**src/rtl/inst_fetcher.sv**
```systemverilog
// Instruction fetch stage: owns the PC, looks up the instruction cache, refills a block from
// memory on a miss, and presents one fetched instruction at a time through a registered slot.
module inst_fetcher #(
    parameter int unsigned BLOCK_BIT  = 128,
    parameter int unsigned OFFSET_BIT = 4,
    parameter logic [31:0] RESET_PC   = 32'h0
) (
    input  logic                 clk_in,
    input  logic                 rst_in,
    input  logic                 rdy_in,
    output logic [31:0]          icache_addr,
    input  logic                 icache_hit,
    input  logic [31:0]          icache_inst,
    output logic                 icache_we,
    output logic [BLOCK_BIT-1:0] icache_block,
    output logic                 mem_req,
    output logic [31:0]          mem_addr,
    input  logic                 mem_done,
    input  logic [BLOCK_BIT-1:0] mem_block,
    output logic                 out_valid,
    input  logic                 out_ready,
    output logic [31:0]          out_inst,
    output logic [31:0]          out_pc,
    input  logic                 redirect,
    input  logic [31:0]          redirect_pc
);

    typedef enum logic [1:0] {
        FETCH,
        WAIT_MEM,
        FILL
    } state_t;

    state_t               r_state;
    state_t               w_next;
    logic [31:0]          r_pc;
    logic [31:0]          r_miss_addr;
    logic [BLOCK_BIT-1:0] r_block;
    logic                 r_out_valid;
    logic [31:0]          r_out_inst;
    logic [31:0]          r_out_pc;
    logic                 w_acc;
    logic                 w_take;
    logic                 w_miss;

    always_ff @(posedge clk_in) begin
        if (rst_in) begin
            r_state <= FETCH;
        end else if (rdy_in) begin
            r_state <= w_next;
        end
    end

    always_comb begin
        w_next       = r_state;
        w_acc        = !r_out_valid || out_ready;
        w_take       = 1'b0;
        w_miss       = 1'b0;
        icache_addr  = r_miss_addr;
        icache_we    = 1'b0;
        icache_block = r_block;
        mem_req      = 1'b0;
        mem_addr     = {r_miss_addr[31:OFFSET_BIT], {OFFSET_BIT{1'b0}}};
        case (r_state)
            FETCH: begin
                icache_addr = r_pc;
                w_take      = icache_hit && w_acc;
                // A redirect overrides a miss: the stale PC is never requested.
                w_miss      = !icache_hit && !redirect;
                if (w_miss) begin
                    w_next = WAIT_MEM;
                end
            end
            WAIT_MEM: begin
                mem_req = 1'b1;
                if (mem_done) begin
                    w_next = FILL;
                end
            end
            FILL: begin
                icache_we = rdy_in;
                w_next    = FETCH;
            end
            default: begin
                w_next = FETCH;
            end
        endcase
    end

    always_ff @(posedge clk_in) begin
        if (rst_in) begin
            r_pc        <= RESET_PC;
            r_miss_addr <= '0;
            r_block     <= '0;
            r_out_valid <= 1'b0;
            r_out_inst  <= '0;
            r_out_pc    <= '0;
        end else if (rdy_in) begin
            // Redirect always wins for the PC, even while a miss is still being serviced.
            if (redirect) begin
                r_pc <= redirect_pc & ~32'h3;
            end else if (w_take) begin
                r_pc <= r_pc + 32'd4;
            end

            if (w_miss) begin
                r_miss_addr <= r_pc;
            end

            if (r_state == WAIT_MEM && mem_done) begin
                r_block <= mem_block;
            end

            if (redirect) begin
                r_out_valid <= 1'b0;
            end else if (w_take) begin
                r_out_valid <= 1'b1;
                r_out_inst  <= icache_inst;
                r_out_pc    <= r_pc;
            end else if (r_out_valid && out_ready) begin
                r_out_valid <= 1'b0;
            end
        end
    end

    assign out_valid = r_out_valid;
    assign out_inst  = r_out_inst;
    assign out_pc    = r_out_pc;

endmodule

```
**config.mk**
```make
export PLATFORM = sky130hd
export DESIGN_NAME = inst_fetcher
export DESIGN_NICKNAME = d
export VERILOG_FILES = /design/src/rtl/inst_fetcher.sv
export SDC_FILE = /design/constraint.sdc
export NUM_CORES = 1
export LEC_CHECK = 0
export ABC_CLOCK_PERIOD_IN_PS = 2100
export BUFFER_PORTS_ARGS = -buffer_cell sky130_fd_sc_hd__buf_2
export CAP_MARGIN = 20
export CORE_AREA = 2 2 177 179
export CTS_BUF_LIST = sky130_fd_sc_hd__clkbuf_8
export DETAILED_ROUTE_END_ITERATION = 8
export DIE_AREA = 0 0 179 181
export PLACE_DENSITY = 0.6
export SYNTH_ARGS = -nofsm -noshare
export SYNTH_HDL_FRONTEND = slang
export SYNTH_SLANG_ARGS = --single-unit
```
**constraint.sdc**
```tcl
create_clock -name clk_in -period 2.1 [get_ports clk_in]
set_input_delay 0.315 -clock clk_in [delete_from_list [all_inputs] [get_ports clk_in]]
set_output_delay 0.315 -clock clk_in [all_outputs]
set_load 0.01 [all_outputs]
```
==> metrics.yaml, run 1 <==
status: "finished with violations"
failed_checks: "setup timing"
grt.met1_usage_pct: 25.51
p_seq_share_pct: 45.9
overflow: 0
path_buf_inv: 2
relSlewSlack_pct: 63.92
async_flop_share_pct: 0
yosysUniqueCellTypes: 58
clk_latency_ns: 0.55
synth_top_family_by_area: "simple AND/OR/NAND/NOR gates"
sw_frac_of_total_pct: 25.74
yosys.area_share.simple_pct: 22.68
final_area_um2: 15490
slowest_stage: "dfxtp_2"
p_leak_nw: 6.839
cts_setup_buffers: 0
setup.worst_path.start_class: "register"
num-nets-final: 2096
hold_ws_ns: 0.04747
grt.busiest_layer: "met2"
ant_nets: 0
grt_pass1_vias: 11000
drive_above_1_share_pct: 33.04
synth-seq-cells: 253
grt_max_degree: 104
dr.pass1.iters: 5
fmax_ghz: 0.4747
num_rows: 64
synth.area.mux_share_pct: 4.227
ys_seq_area_share_pct: 48.89
gr-usage-met3_pct: 6.545
pin_count: 458
portBuffers: 447
avgSynthCellArea_um2: 7.848
root_buffer: "clkbuf_8"
instances_no_fill: 2331
skew_ns: 0.02507
cts_tree: "yes"
synthTopCellsByArea: "dfxtp_1, nand2_1, a21oi_1"
remaining_drc_errors: 0
grt_use_met2_pct: 39.86
yosysTopAreaCellShare_pct: 48.89
p_int_mw: 8.062
cts_buffers: 46
synth_compound_area_share_pct: 16.15
layout_commonest_cell: "nand2_1"
synthFlopType: "dfxtp_1"
dp.cells: 2089
syn_area_um2: 10360
yosys_warnings: 0
cts_htree_levels: 2
num_vias: 11240
pwr-share-clk_pct: 42.1
cp-end-kind: "primary output"
finalSetupViolations: 2
power_mw: 10.86
synth_xor_area_share_pct: 0.08454
placed_area_um2: 12980
drt-total-wl_mm: 38.56
dieWidth_um: 179
max_stage_delay_ns: 0.35
grt_pass1_wl_mm: 58.61
grt_antenna_before_repair: 7
cp.arrival_ns: 1.79
worst_pin_slew_ns: 0.5411
drtIter0Drc: 585
ir_worst_vdd_v: 0.0005287
via_per_inst: 4.823
yosys.area_share.adder_pct: 0.1208
cap_violations: 0
grtUsageTotal_pct: 22.68
final_hold_viol_count: 0
crit_fanout: 15
dpl.hpwl_mm: 26.18
final.min_clock_period_ns: 2.106
cp_cell_sequence: "nor2_4, clkbuf_16, mux2_2, buf_2"
cts_sinks: 253
synthCells: 1320
rsz0062_at_grt: "yes"
start_util_pct: 34.14
gp_congestion: 0.8422
worstPathRequired_ns: 1.78
path_class: "reg -> out"
yosysTopAreaCell: "dfxtp_1"
synth_edf_count: 0
clk_path_buf_depth: 3
core_um2: 30350
power.switching_mw: 2.794
p_per_area_nw_per_um2: 700.6
maxSlewViolCount: 0
die_area_um2: 32400
critical-path-top-delay-family: "buffers and inverters"
final.setup.worst_slack_ns: -0.006465
p_comb_share_pct: 12.0
area_delta_synth_final_pct: 49.57
hold_class: "in -> reg"
path_clk_slew_ns: 0.06
die_height_um: 181
routedWlPerCell_um: 16.54
final_cell_mix: "nand2_1, buf_2, dfxtp_1"
finalCritPeriodShare_pct: 100.3
-- layer usage --
layer | up-vias | part of all wire [%]
li1 | 5527 | -
met1 | 5180 | 39
met2 | 443 | 50
met3 | 93 | 8.2
met4 | 0 | 3.7
met5 | - | 0
-- cell usage after synthesis, drive strengths merged, types with 3 or more instances --
master,number
a221oi,3
dfxtp,253
nor2,31
clkbuf,89
a21oi,239
mux2,30
a211oi,7
o21ai,14
or3,4
nand4,14
buf,58
nand2,464
nor4,7
and3,12
or2,3
a22oi,4
o31ai,6
nor3,10
a311oi,3
a31oi,5
o21bai,3
nand3,12
inv,3
o22ai,9
mux2i,10
-- power groups by stage --
stage | clock [mW] | combinational, mW | sequential (mW)
5_1_grt | 4.94 | 1.41 | 4.99
6_report | 4.57 | 1.30 | 4.98
2_1_floorplan | 0 | 0.531 | 5.10
3_3_place_gp | 0 | 1.04 | 5.08
3_5_place_dp | 0 | 1.05 | 5.08
4_1_cts | 4.70 | 1.29 | 4.98
-- path summary, 6_finish.rpt --
check	startpoint	endpoint	slack [ns]	depth (start not counted)
setup / recovery	r_state[0]	icache_addr[17]	-0.006	4
hold / removal	mem_block[92]	icache_block[92]	0.05	3
setup reg to reg	r_pc[2]	r_pc[25]	0.15	6
hold reg to reg	out_inst[4]	out_inst[4]	0.45	2
-- kinds of logic after synthesis --
kind of cell / count (synthesis)
DFF: 253
xor gates and xnor gates: 1
and+or+nand+nor: 569
AOI/OAI and AO/OA: 305
other: 1
muxes: 40
buffers and inverters: 150
adders and majority gates: 1
-- registers in the layout (all words and copies together), names as in the netlist --
name / count
icache_block: 128
out_inst: 32
out_pc: 30
out_valid: 1
r_miss_addr: 30
r_state: 2
r_pc: 30
-- worst min-delay path: stages --
cell	delay [ns]
buf_2	0.10
nand2_1	0.07
a21oi_1	0.06
-- per-stage QoR --
stage	worst slack, ns	util, %	setup TNS (ns)
after CTS	-0.03995	50.86	-0.5483
after global placement	0.1853	42.76	0
final	-0.006465	51.06	-0.009013
after detailed placement	0.1025	42.76	0
after global routing	-0.07440	51.06	-1.823
after floorplan	0.2824	-	0
-- cell type report --
class	instances	area, um^2
Clock buffer	59	812.0
Antenna cell	7	17.52
Fill cell	2837	14850
Inverter	3	11.26
Tap cell	396	495.5
Clock inverter	21	97.59
Timing Repair Buffer	668	4420
Sequential cell	253	5069
Multi-Input combinational cell	924	4572
-- what timing repair did --
item | CTS | global route
setup endpoints to repair | 30 | 35
pin swaps | 0 | 1
cloned | 0 | 1
resized for setup | 3 | 4
hold buffers | 154 | 0
hold endpoints to repair | 154 | 0
No activity file was read; power rests on OpenSTA's default activity.
==> run 2: changes to the inputs <==
BUFFER_PORTS_ARGS = not set   (was -buffer_cell sky130_fd_sc_hd__buf_2)
CORE_AREA = 2 2 181 183   (was 2 2 177 179)
DIE_AREA = 0 0 183 185   (was 0 0 179 181)
DONT_BUFFER_PORTS = 1   (was not set)
PLACE_DENSITY = 0.45   (was 0.6)
==> run 2 against run 1 <==
  * The run ends with hold timing left
  * Hold slack got worse by 0.20 ns
  * Non-clock buffer count fell by 474
  * Global-route usage down 3.0 points
  * Sequential share of layout area grew 6.2 points
  * Setup slack better by 0.12 ns
  * Clock power shrank 6.6%
  * Critical path depth stayed put
  * Critical path type unchanged
  * Critical endpoint is now icache_addr[12]
  * Largest power group unchanged
  * Highest routed layer unchanged
==> metrics.yaml, run 2 (same netlist as run 1, synthesis figures left out) <==
cts_tree: "yes"
cts_buffers: 45
hold_ws_ns: -0.1493
cts_htree_levels: 2
start_util_pct: 32.33
sw_frac_of_total_pct: 25.50
drtIter0Drc: 488
failed_checks: "hold timing"
largest_reg_flops: 128
num-nets-final: 1623
p_seq_share_pct: 49.4
grt.met1_usage_pct: 22.36
drt-total-wl_mm: 36.58
worstPathRequired_ns: 1.78
finalCritPeriodShare_pct: 94.56
cp.arrival_ns: 1.67
tns_ns: 0
via_per_inst: 5.048
grt_pass1_vias: 8721
path_clk_slew_ns: 0.06
n_fill_cell: 3301
remaining_drc_errors: 0
ir_worst_vdd_v: 0.0004315
area_delta_synth_final_pct: 25.75
fmax_ghz: 0.5036
pin_count: 458
p_comb_share_pct: 8.6
gp_congestion: 0.7967
grt.busiest_layer: "met2"
crit_fanout: 7
path_class: "reg -> out"
cp_cell_sequence: "nor2_4, buf_4, buf_8, mux2_4"
clk_path_buf_depth: 3
drive_above_1_share_pct: 12.68
cts_sinks: 253
die_area_um2: 33860
dpl.hpwl_mm: 24.03
core_um2: 32040
pwr-share-clk_pct: 42.0
setup.worst_path.start_class: "register"
reg2regPathDepth: 5
path_buf_inv: 2
path_depth: 4
die_height_um: 185
cp-end-kind: "primary output"
clk_latency_ns: 0.55
dr.pass1.iters: 5
num_vias: 9404
gr-usage-met3_pct: 7.825
grt_pass1_wl_mm: 51.72
ant_nets: 0
status: "finished with violations"
final_area_um2: 13030
routedWlPerCell_um: 19.63
grt_max_degree: 257
critical-path-top-delay-family: "flip-flops"
hold_class: "in -> reg"
grtUsageTotal_pct: 19.66
skew_ns: 0.01537
final.min_clock_period_ns: 1.986
final_cell_mix: "nand2_1, dfxtp_1, a21oi_1"
slowest_stage: "dfxtp_2"
placed_area_um2: 10660
portBuffers: 0
relSlewSlack_pct: 63.90
grt_use_met2_pct: 33.45
maxSlewViolCount: 0
power.switching_mw: 2.597
cap_violations: 0
layout_commonest_cell: "nand2_1"
max_stage_delay_ns: 0.35
worst_pin_slew_ns: 0.5397
dieWidth_um: 183
p_int_mw: 7.588
overflow: 0
root_buffer: "clkbuf_8"
finalSetupViolations: 0
num_rows: 66
grt_antenna_before_repair: 3
final_hold_viol_count: 124
p_per_area_nw_per_um2: 781.8
p_leak_nw: 4.633
hold_depth: 1
==> run 2: changes by cell type in the layout (fill, tap and decap cells not counted), moves of 2 or more <==
cell / previous run / this run
buf_2: 446 / 0
inv_6: 2 / 0
nor3_2: 3 / 1
buf_4: 57 / 52
clkbuf_8: 60 / 52
nor3_1: 7 / 9
mux2_2: 29 / 6
diode_2: 7 / 4
nand3_2: 0 / 2
buf_6: 0 / 2
mux2_4: 1 / 24
clkinv_2: 4 / 7
dlygate4sd3_1: 154 / 128
==> run 2: layout make-up <==
type                            instances  area (um^2)  share of cell area [%]
Tap cell                              408        510.5                   3.919
Clock buffer                           52        715.7                   5.494
Multi-Input combinational cell        926         4673                   35.87
Antenna cell                            4        10.01                 0.07683
Timing Repair Buffer                  194         1937                   14.87
Inverter                                3        11.26                 0.08644
Sequential cell                       253         5067                   38.90
Clock inverter                         23        102.6                  0.7875
==> run 2: metal layers <==
layer / vias up / wire length (um)
li1: 4561 / -
met1: 4405 / 14020
met2: 376 / 18130
met3: 62 / 3552
met4: 0 / 871
met5: - / 0
==> run 2: power by group through the flow <==
stage	Clock [mW]	Combinational, mW	Sequential [mW]
after floorplan	0	0.531	5.10
after global placement	0	0.604	5.14
after detailed placement	0	0.610	5.14
after CTS	4.42	0.777	5.03
after global routing	4.63	0.959	5.04
final	4.27	0.879	5.03
==> run 2: repair_timing <==
action                                  4_1_cts  5_1_grt
pin swaps                                     1        3
resized for setup                            35        5
cloned                                        1        2
hold endpoints to repair                    251      246
hold buffers                                 70       58
endpoints found under the setup margin       30       11
setup buffers                                 5        3
==> run 2: through the flow <==
step	power, mW	worst slack, ns	hold slack [ns]	utilization, %	instances
floorplan	5.630	0.2824	0.4338	-	1327
global placement	5.739	0.1445	0.4000	33.27	1646
global route	10.63	-0.01172	-0.1769	40.65	1862
finish	10.18	0.1141	-0.1493	40.66	1863
CTS	10.23	0.03924	-0.1871	38.63	1796
detailed placement	5.746	0.1485	0.4002	33.27	1646
==> run 2: worst reg2reg max path: cells and delay by family, from the launching register on <==
kind | cells | cell delay [ns]
mux | 1 | 0.23
flops | 1 | 0.39
compound gates | 1 | 0.09
simple gates | 3 | 1.14
==> run 2: path summary, 6_finish.rpt <==
path | slack, ns | endpoint | from
min | -0.15 | r_miss_addr[8] | rst_in
min reg2reg | 0.46 | r_miss_addr[3] | r_miss_addr[3]
max | 0.11 | icache_addr[12] | r_state[1]
max reg2reg | 0.13 | r_pc[31] | r_pc[2]
